$ cat config.mk
export PLATFORM = sky130hd
export DESIGN_NAME = ens_layer_sched
export DESIGN_NICKNAME = d
export VERILOG_FILES = /design/src/rtl/ens_layer_sched_pkg.sv /design/src/rtl/ens_layer_sched_rsp_fifo.sv /design/src/rtl/ens_layer_sched.sv
export SDC_FILE = /design/constraint.sdc
export NUM_CORES = 1
export LEC_CHECK = 0
export ABC_AREA = 1
export CORE_MARGIN = 2
export CORE_UTILIZATION = 44
export DETAILED_ROUTE_END_ITERATION = 8
export HOLD_SLACK_MARGIN = 0.15
export PLACE_DENSITY = 0.76
export RECOVER_POWER = 25
export SYNTH_ARGS = -nofsm -noshare
export SYNTH_HDL_FRONTEND = slang
export SYNTH_HIERARCHICAL = 1
export SYNTH_SLANG_ARGS = --single-unit
$ cat constraint.sdc
create_clock -name clk -period 2 [get_ports clk]
set_input_delay 0.2 -clock clk [delete_from_list [all_inputs] [get_ports clk]]
set_output_delay 0.2 -clock clk [all_outputs]
set_load 0.05 [all_outputs]
$ cat src/rtl/ens_layer_sched_pkg.sv
// ens_layer_sched_pkg: shared widths, default parameters and response entry type
package ens_layer_sched_pkg;
    localparam int DEF_N_REQ = 4;
    localparam int DEF_IN_W  = 8;
    localparam int DEF_OUT_W = 1;
    localparam int DEF_DEPTH = 4;

    function automatic int id_w(input int n);
        return n > 1 ? $clog2(n) : 1;
    endfunction

    localparam int DEF_ID_W = id_w(DEF_N_REQ);

    typedef struct packed {
        logic [DEF_ID_W-1:0]  id;
        logic [DEF_OUT_W-1:0] data;
    } rsp_t;
endpackage

$ cat src/rtl/ens_layer_sched_rsp_fifo.sv
// ens_rsp_fifo: response FIFO, simultaneous read/write, zero output when empty
module ens_rsp_fifo #(
    parameter int WIDTH = 8,
    parameter int DEPTH = 4
) (
    input  logic                   clk,
    input  logic                   rst,
    input  logic                   wr_en,
    input  logic [WIDTH-1:0]       wr_data,
    input  logic                   rd_en,
    output logic [WIDTH-1:0]       rd_data,
    output logic                   empty,
    output logic [$clog2(DEPTH):0] count
);
    localparam int AW = $clog2(DEPTH);
    logic [WIDTH-1:0] mem [DEPTH];
    logic [AW-1:0] wp, rp;
    logic do_rd;
    assign empty = count == '0;
    assign do_rd = rd_en && !empty;
    assign rd_data = empty ? '0 : mem[rp];
    always_ff @(posedge clk or posedge rst) begin
        if (rst) begin
            wp <= '0;
            rp <= '0;
            count <= '0;
        end else begin
            if (wr_en) wp <= wp + 1'b1;
            if (do_rd) rp <= rp + 1'b1;
            count <= count + (AW+1)'(wr_en) - (AW+1)'(do_rd);
        end
    end
    always_ff @(posedge clk) begin
        if (wr_en) mem[wp] <= wr_data;
    end
endmodule

$ cat src/rtl/ens_layer_sched.sv
// ens_layer_sched: round-robin, credit-gated sharing of one combinational layer
// among N_REQ requesters, with an in-order response FIFO.
module ens_layer_sched
    import ens_layer_sched_pkg::*;
#(
    parameter int N_REQ = DEF_N_REQ,
    parameter int IN_W  = DEF_IN_W,
    parameter int OUT_W = DEF_OUT_W,
    parameter int DEPTH = DEF_DEPTH
) (
    input  logic                     clk,
    input  logic                     rst,
    input  logic [N_REQ-1:0]         req_valid,
    output logic [N_REQ-1:0]         req_ready,
    input  logic [N_REQ*IN_W-1:0]    req_data,
    output logic [IN_W-1:0]          lay_in,
    input  logic [OUT_W-1:0]         lay_out,
    output logic                     rsp_valid,
    input  logic                     rsp_ready,
    output logic [OUT_W-1:0]         rsp_data,
    output logic [id_w(N_REQ)-1:0]   rsp_id
);
    localparam int ID_W = id_w(N_REQ);
    localparam int CW   = $clog2(DEPTH) + 1;
    logic [ID_W-1:0] ptr, win, s1_id;
    logic hit, s1_valid, credit, grant, empty;
    logic [CW-1:0] count;
    logic [ID_W+OUT_W-1:0] head;
    always_comb begin
        int j;
        j = 0;
        hit = 1'b0;
        win = '0;
        for (int k = 0; k < N_REQ; k++) begin
            j = int'(ptr) + k;
            j = j >= N_REQ ? j - N_REQ : j;
            if (!hit && req_valid[j]) begin
                hit = 1'b1;
                win = ID_W'(j);
            end
        end
    end
    // in-flight S1 entry reserves a slot so the FIFO can never be written when full
    assign credit = (count + CW'(s1_valid)) < CW'(DEPTH);
    assign grant = hit && credit && !rst;
    assign req_ready = grant ? N_REQ'(1) << win : '0;
    always_ff @(posedge clk or posedge rst) begin
        if (rst) begin
            ptr <= '0;
            lay_in <= '0;
            s1_id <= '0;
            s1_valid <= 1'b0;
        end else begin
            s1_valid <= grant;
            if (grant) begin
                lay_in <= req_data[win*IN_W +: IN_W];
                s1_id <= win;
                ptr <= win == ID_W'(N_REQ-1) ? '0 : win + 1'b1;
            end
        end
    end
    ens_rsp_fifo #(.WIDTH(ID_W+OUT_W), .DEPTH(DEPTH)) u_fifo (
        .clk(clk),
        .rst(rst),
        .wr_en(s1_valid),
        .wr_data({s1_id, lay_out}),
        .rd_en(rsp_valid && rsp_ready),
        .rd_data(head),
        .empty(empty),
        .count(count)
    );
    assign rsp_valid = !empty;
    assign {rsp_id, rsp_data} = head;
endmodule

* After elaboration in Yosys (flattened, before gate mapping) *
Memory sizes are Yosys's and may differ from the RTL's.
Index checks and enable logic that the tools add are counted.

word-level totals
  bits in registers = 20
  memories kept = 1
  memory bits (writable) = 12
  logic and storage cells = 74
  input port bits = 40

operators by class
  add/sub/neg operators = 12
  eq/ne operators = 1
  shift operators = 2
  mux-type cells = 29
  reductions and logical operators = 13
  $lt $le $gt $ge = 9

memory list
  memory      words  width  rd ports  clocked after memory_dff  wr ports  line                            source
  u_fifo.mem  4      3      1         0                         1         ens_layer_sched_rsp_fifo.sv:16  logic [WIDTH-1:0] mem [DEPTH];

operators by type and width
  kind                 count
  $lt 32x4->1 const B  4
  $mux 32              4
  $shiftx 32x6->8      1
  $mux 1               14
  $sub 3x3->4 const B  3
  $mux 2               5
  $ge 3x3->1 const B   3
  $bmux 1 s2           4
  $logic_and 1x1->1    7
  $add 2x1->2 const B  3
  $add 2x2->3 const B  2
  $logic_not 1->1      5
  $mux 4               1
  $shl 1x2->4 const A  1
  $sub 2x3->4 const B  1
  $add 2x1->3 const B  1
  $add 3x1->3          1
  $ge 2x3->1 const B   1
  $logic_not 3->1      1
  $lt 3x3->1 const B   1
  $mux 3               1
  $sub 3x1->3          1
  $eq 2x2->1 const B   1

* Longest topological paths before layout *
Gate-level depths: netlist of run 1.

  depth in word-level cells = 18
  mapped depth = 17

* Modules after synthesis *
The synthesis of run 1 kept the hierarchy.

modules (own cells, without submodules)
  module           cells each  area each (um^2)  times used  seq. area each (um^2)
  ens_layer_sched  199         1,159.9           1           325.3
  ens_rsp_fifo     99          949.7             1           535.5

* Least setup slack after synthesis of run 1 *
Ideal clock, no wire load.

  path type = register -> output
  from = reg ptr[0]
  to = out req_ready[0]
  arrival time = 2.392 ns
  data required time = 1.800 ns
  path buffers = 2
  slack = -0.592 ns
  cell stages (with the launch flop) = 12
  cell sequence = dfrtp_1 -> buf_6 -> inv_4 -> nand2_1 -> nand3_1 -> nand2_2 -> nor2_4 -> nand3_4 -> nand3_2 -> buf_4 -> inv_2 -> nor3_1

between the ends
  word-level cells in the longest chain between the ends = 18

RTL lines
  element                                                               line                   source
  from (decl)                                                           ens_layer_sched.sv:25  logic [ID_W-1:0] ptr, win, s1_id;
  from (signal assigned)                                                ens_layer_sched.sv:58  ptr <= win == ID_W'(N_REQ-1) ? '0 : win + 1'b1;
  parallel branches: the longest is 17 deep, another holds $sub 3x3->4  --
  $mux 4 (*)                                                            ens_layer_sched.sv:46  assign req_ready = grant ? N_REQ'(1) << win : '0;
  to (decl)                                                             ens_layer_sched.sv:14  output logic [N_REQ-1:0] req_ready,

Every way passes the cells marked *. The select of a mux whose other input is x is not followed.

* Worst setup path in the final report of run 1 *
  from = reg ptr[0]
  to = out req_ready[3]

The elaborated chain is that of the path after synthesis.

==> results.tsv, run 1 <==
stage	metric	value	unit
worst_setup_path	dominant delay contributor by cell family on the critical path	simple AND/OR/NAND/NOR gates	
worst_setup_path	Setup crit end	req_ready[3]	
global_routing	vias in the first global route	2059	
synth	number of warnings printed during yosys synthesis	6	
sta	final count of pins violating max slew	0	
final_layout	most frequent standard cell in the layout excluding fill and tap cells	sky130_fd_sc_hd__nand2_1	
sta	post-route clock skew	0.0101	ns
worst_setup_path	type of origin of the critical path	flop	
worst_setup_path	Worst Setup Path Type	flop to primary output	
worst_setup_path	depth of the worst register-to-register path	17	
cts	Worst-Skew Late Latency	0.28	ns
detailed_routing	average detailed-routed wire length per instance	11.9	µm
worst_setup_path	worst path buffer plus inverter count	3	
place	routability cong.	0.989	
worst_setup_path	Critical Path End Type	primary output	
detailed_routing	number of DRC markers in iteration 0	84	
power	switching component of the power	3.25	mW
cts	largest buffer count on any clock path	2	
synth	post-synthesis async set-or-reset flop share	62.5	%
synth	register bit count reported by yosys	32	
sta	final worst setup slack	-0.272	ns
worst_setup_path	critical path's slowest cell	sky130_fd_sc_hd__dfrtp_2	
cts	CTS buffer count	5	
die	width of the die	73.2	µm
synth	largest area contributor in the synthesized netlist	sky130_fd_sc_hd__nand2_1	
worst_setup_path	Register-to-Register Setup Slack	-0.04	ns
cts	clk sinks	32	
detailed_routing	vias per cell	4.80	
power	leakage power figure	1.68	nW
detailed_routing	number of design rule violations left after detail routing	0	
detailed_routing	first-pass detailed-route iteration total	4	
sta	final setup vio count	13	
die	Core ar.	0.00466	mm²
worst_setup_path	Most Frequent Cell on Critical Path	sky130_fd_sc_hd__nand2_2	
detailed_routing	overall routed net length	5310	µm
global_routing	grt total ovfl	0	
final_layout	Area growth syn-to-layout	55.7	%
place	placed wire-length estimate after detailed placement	3600	µm
synth	count of different cell masters after synthesis	28	
power	switching portion of total power	49.4	%
detailed_routing	post-route ant nets	0	
synth	register area share after synthesis	40.8	%
final_layout	fraction of final layout cells with drive strength greater than 1	29.8	%
final_layout	most used cells in the layout excluding fill and tap cells	sky130_fd_sc_hd__nand2_1 (125), sky130_fd_sc_hd__clkdlybuf4s50_1 (46), sky130_fd_sc_hd__buf_4 (40)	
sta	setup repair after global routing missed its margin	yes	
power	peak ir drop on the vdd network	1.05	mV
global_routing	largest net degree at the start of global routing	17	
final_layout	post-route core utilization	70.5	%
run_status	run status	finished, violations left	
worst_setup_path	crit path cell chain	buf_6 -> nand2_1 -> nand2_2 -> nand2_2 -> nand2_2 -> nor2_4 -> nand4_1 -> nand3_4 -> inv_4 -> nor3_4 -> buf_12	
synth	Area contributors post-synth	sky130_fd_sc_hd__nand2_1 (25%), sky130_fd_sc_hd__dfrtp_1 (24%), sky130_fd_sc_hd__edfxtp_1 (17%)	
sta	Slew Limit Headroom	48.3	%
worst_setup_path	peak fanout along the critical path	5	
cts	CTS HTree Levels	2	
synth	syn avg cell area	7.08	µm²
sta	Max Fclk	440	MHz
synth	Top FF cell, synth	sky130_fd_sc_hd__dfrtp_1	
synth	gate count after technology mapping	298	
worst_setup_path	reg-to-reg startpoint	ptr[0]$_DFFE_PP0P_	
cts	clock-pin transition on the worst setup and hold timing paths	0.07	ns
power	cell internal pwr	3.32	mW
place	number of input and output port buffers inserted	55	
global_routing	wire length of the first global-routing pass	8730	µm
die	initial core utilization	45.3	%
power	part of the power in the clock network	9.1	%
sta	fin crit share	114	%
cts	number of hold-repair buffers added at the cts stage	0	
final_layout	Final Net Count	438	
synth	post-synth design cell area	0.00211	mm²
cts	TritonCTS clock tree	built	
worst_setup_path	required time reported for the critical path endpoint	1.80	ns
final_layout	post-route insts no fill	446	
power	Power Density	2000	mW/mm²
die	area of the die	0.00536	mm²
die	chip height	73.2	µm
worst_setup_path	Crit path largest cell delay	0.47	ns
cts	root buffer cell	sky130_fd_sc_hd__clkbuf_8	
job	MaxCap Viol Count	0	
power	sequential fraction of design power	18.2	%
global_routing	antenna violations before repair	0	
detailed_routing	Via Count	2140	
worst_setup_path	Critical R2R Capture	lay_in[0]$_DFFE_PP0P_	
die	number of placement rows	25	
worst_setup_path	path length in cells of the critical path	11	
synth	count of flip-flops with a built-in enable after synthesis	12	
worst_setup_path	worst setup path startpoint	ptr[0]$_DFFE_PP0P_	
place	# placed instances	423	
sta	clock period minus final worst setup slack	2.27	ns
synth	post-synth top area share	24.7	%
die	num ports	56	
power	Comb pwr share	72.7	%
sta	transition time at the pin with the least slew margin	0.775	ns
global_routing	GRT Overall Usage	20.8	%
worst_setup_path	data arrival time at the worst-slack endpoint	2.07	ns
final_layout	number of antenna cells inserted	0	
synth	post-synthesis net count	345	
sta	Final Hold Fails	0	
worst_hold_path	type of the most critical hold path	input pin to async pin	
run_status	violations in the final reports	setup timing	
## cell type report
type                            instances  area [µm²]
Fill cell                             339        1380
Clock buffer                            6        72.6
Multi-Input combinational cell        208        1140
Sequential cell                        32         863
Timing Repair Buffer                   97         911
Inverter                               47         196
Tap cell                               54        67.6
Clock inverter                          2        35.0
## Yosys cell counts (3+ instances only)
cell type / instances
sky130_fd_sc_hd__dfrtp_1: 20
sky130_fd_sc_hd__nand4_1: 17
sky130_fd_sc_hd__nand2_2: 4
sky130_fd_sc_hd__nand2_1: 139
sky130_fd_sc_hd__buf_2: 7
sky130_fd_sc_hd__o21ai_1: 3
sky130_fd_sc_hd__inv_2: 15
sky130_fd_sc_hd__edfxtp_1: 12
sky130_fd_sc_hd__a21oi_1: 4
sky130_fd_sc_hd__ha_1: 6
sky130_fd_sc_hd__nor2_1: 6
sky130_fd_sc_hd__nand3_1: 14
sky130_fd_sc_hd__inv_1: 30
## power groups by stage
stage                     Combinational (mW)  Sequential (mW)  Clock, mW
final                                   4.78             1.20      0.601
after global routing                    5.28             1.23      0.647
after CTS                               4.47             1.18      0.609
after detailed placement                3.95             1.19          0
after global placement                  3.88             1.18          0
after floorplan                         2.56             1.36          0
## state kept, by name, summed over array words and instances (netlist names)
register and cells:
lay_in 8, u_fifo/rp 2, u_fifo/wp 2, u_fifo/count 3, ptr 2, s1_valid 1
u_fifo/mem 12, s1_id 2
## layer usage
metal | global-route usage (%) | up-vias | share of wire, % | wire length [µm]
met5 | 0 | - | 0 | 0
met4 | 4.53 | 0 | 0.64 | 34
met3 | 4.97 | 6 | 6.7 | 356
met2 | 37.6 | 82 | 52 | 2780
met1 | 24.7 | 942 | 40 | 2150
li1 | - | 1110 | - | -
## through the flow
| step | setup TNS, ns | hold slack (ns) | power, mW | worst slack [ns] | area (µm²) |
|---|---|---|---|---|---|
| 6_report | -1.25 | 0.317 | 6.57 | -0.272 | 3280 |
| 5_1_grt | -2.97 | 0.332 | 7.15 | -0.375 | 3280 |
| 4_1_cts | -0.774 | 0.182 | 6.27 | -0.212 | 3180 |
| 3_5_place_dp | -1.22 | 0.464 | 5.14 | -0.189 | 2900 |
| 3_3_place_gp | -0.470 | 0.466 | 5.07 | -0.0835 | 2900 |
| 2_1_floorplan | -0.339 | 0.00340 | 3.92 | -0.170 | 2120 |
## worst register-to-register path, cell delays in order, from the launching register on
cell	delay [ns]
sky130_fd_sc_hd__dfrtp_2	0.47
sky130_fd_sc_hd__buf_4	0.15
sky130_fd_sc_hd__nand2_1	0.06
sky130_fd_sc_hd__nand2_2	0.10
sky130_fd_sc_hd__nand2_1	0.07
sky130_fd_sc_hd__nand2_1	0.08
sky130_fd_sc_hd__nand2_2	0.10
sky130_fd_sc_hd__nand2_2	0.05
sky130_fd_sc_hd__nand2_2	0.09
sky130_fd_sc_hd__nand3_4	0.13
sky130_fd_sc_hd__buf_4	0.17
sky130_fd_sc_hd__buf_6	0.14
sky130_fd_sc_hd__nand2_1	0.06
sky130_fd_sc_hd__nand2_1	0.05
sky130_fd_sc_hd__nand2_1	0.06
sky130_fd_sc_hd__nand2_1	0.06
sky130_fd_sc_hd__nand2_1	0.05
sky130_fd_sc_hd__nand2_1	0.04
## how the worst min path moves through the flow
stage          slack [ns]                   endpoint
6_report             0.32   u_fifo/wp[0]$_DFFE_PP0P_
5_1_grt              0.33   u_fifo/wp[0]$_DFFE_PP0P_
4_1_cts              0.18   u_fifo/wp[0]$_DFFE_PP0P_
3_5_place_dp         0.46      lay_in[5]$_DFFE_PP0P_
3_3_place_gp         0.47      lay_in[7]$_DFFE_PP0P_
2_1_floorplan       0.003  u_fifo/count[0]$_DFF_PP0_
## logic make-up (layout without fill, tap and decap cells)
group	after synthesis	after routing	synth area share, %
AO/OA/AOI/OAI	12	12	3.14
XOR/XNOR	3	3	1.25
adder cells (fa/ha/maj)	7	7	4.51
buffers and inverters	58	152	12.2
flip-flops	32	32	40.8
AND/OR/NAND/NOR	186	186	38.1
## timing repair
item                                    4_1_cts  5_1_grt
pin swaps                                     5        8
endpoints found under the setup margin       12       14
buffers inserted                             10        5
gates resized for setup                      34       20
Power figures use the tool's default switching activity.
==> run 2, diff against run 1 <==
CAP_MARGIN = 20   (was not set)
==> results of run 2 <==
Final layout, timing and power as in run 1 (identical DEF).
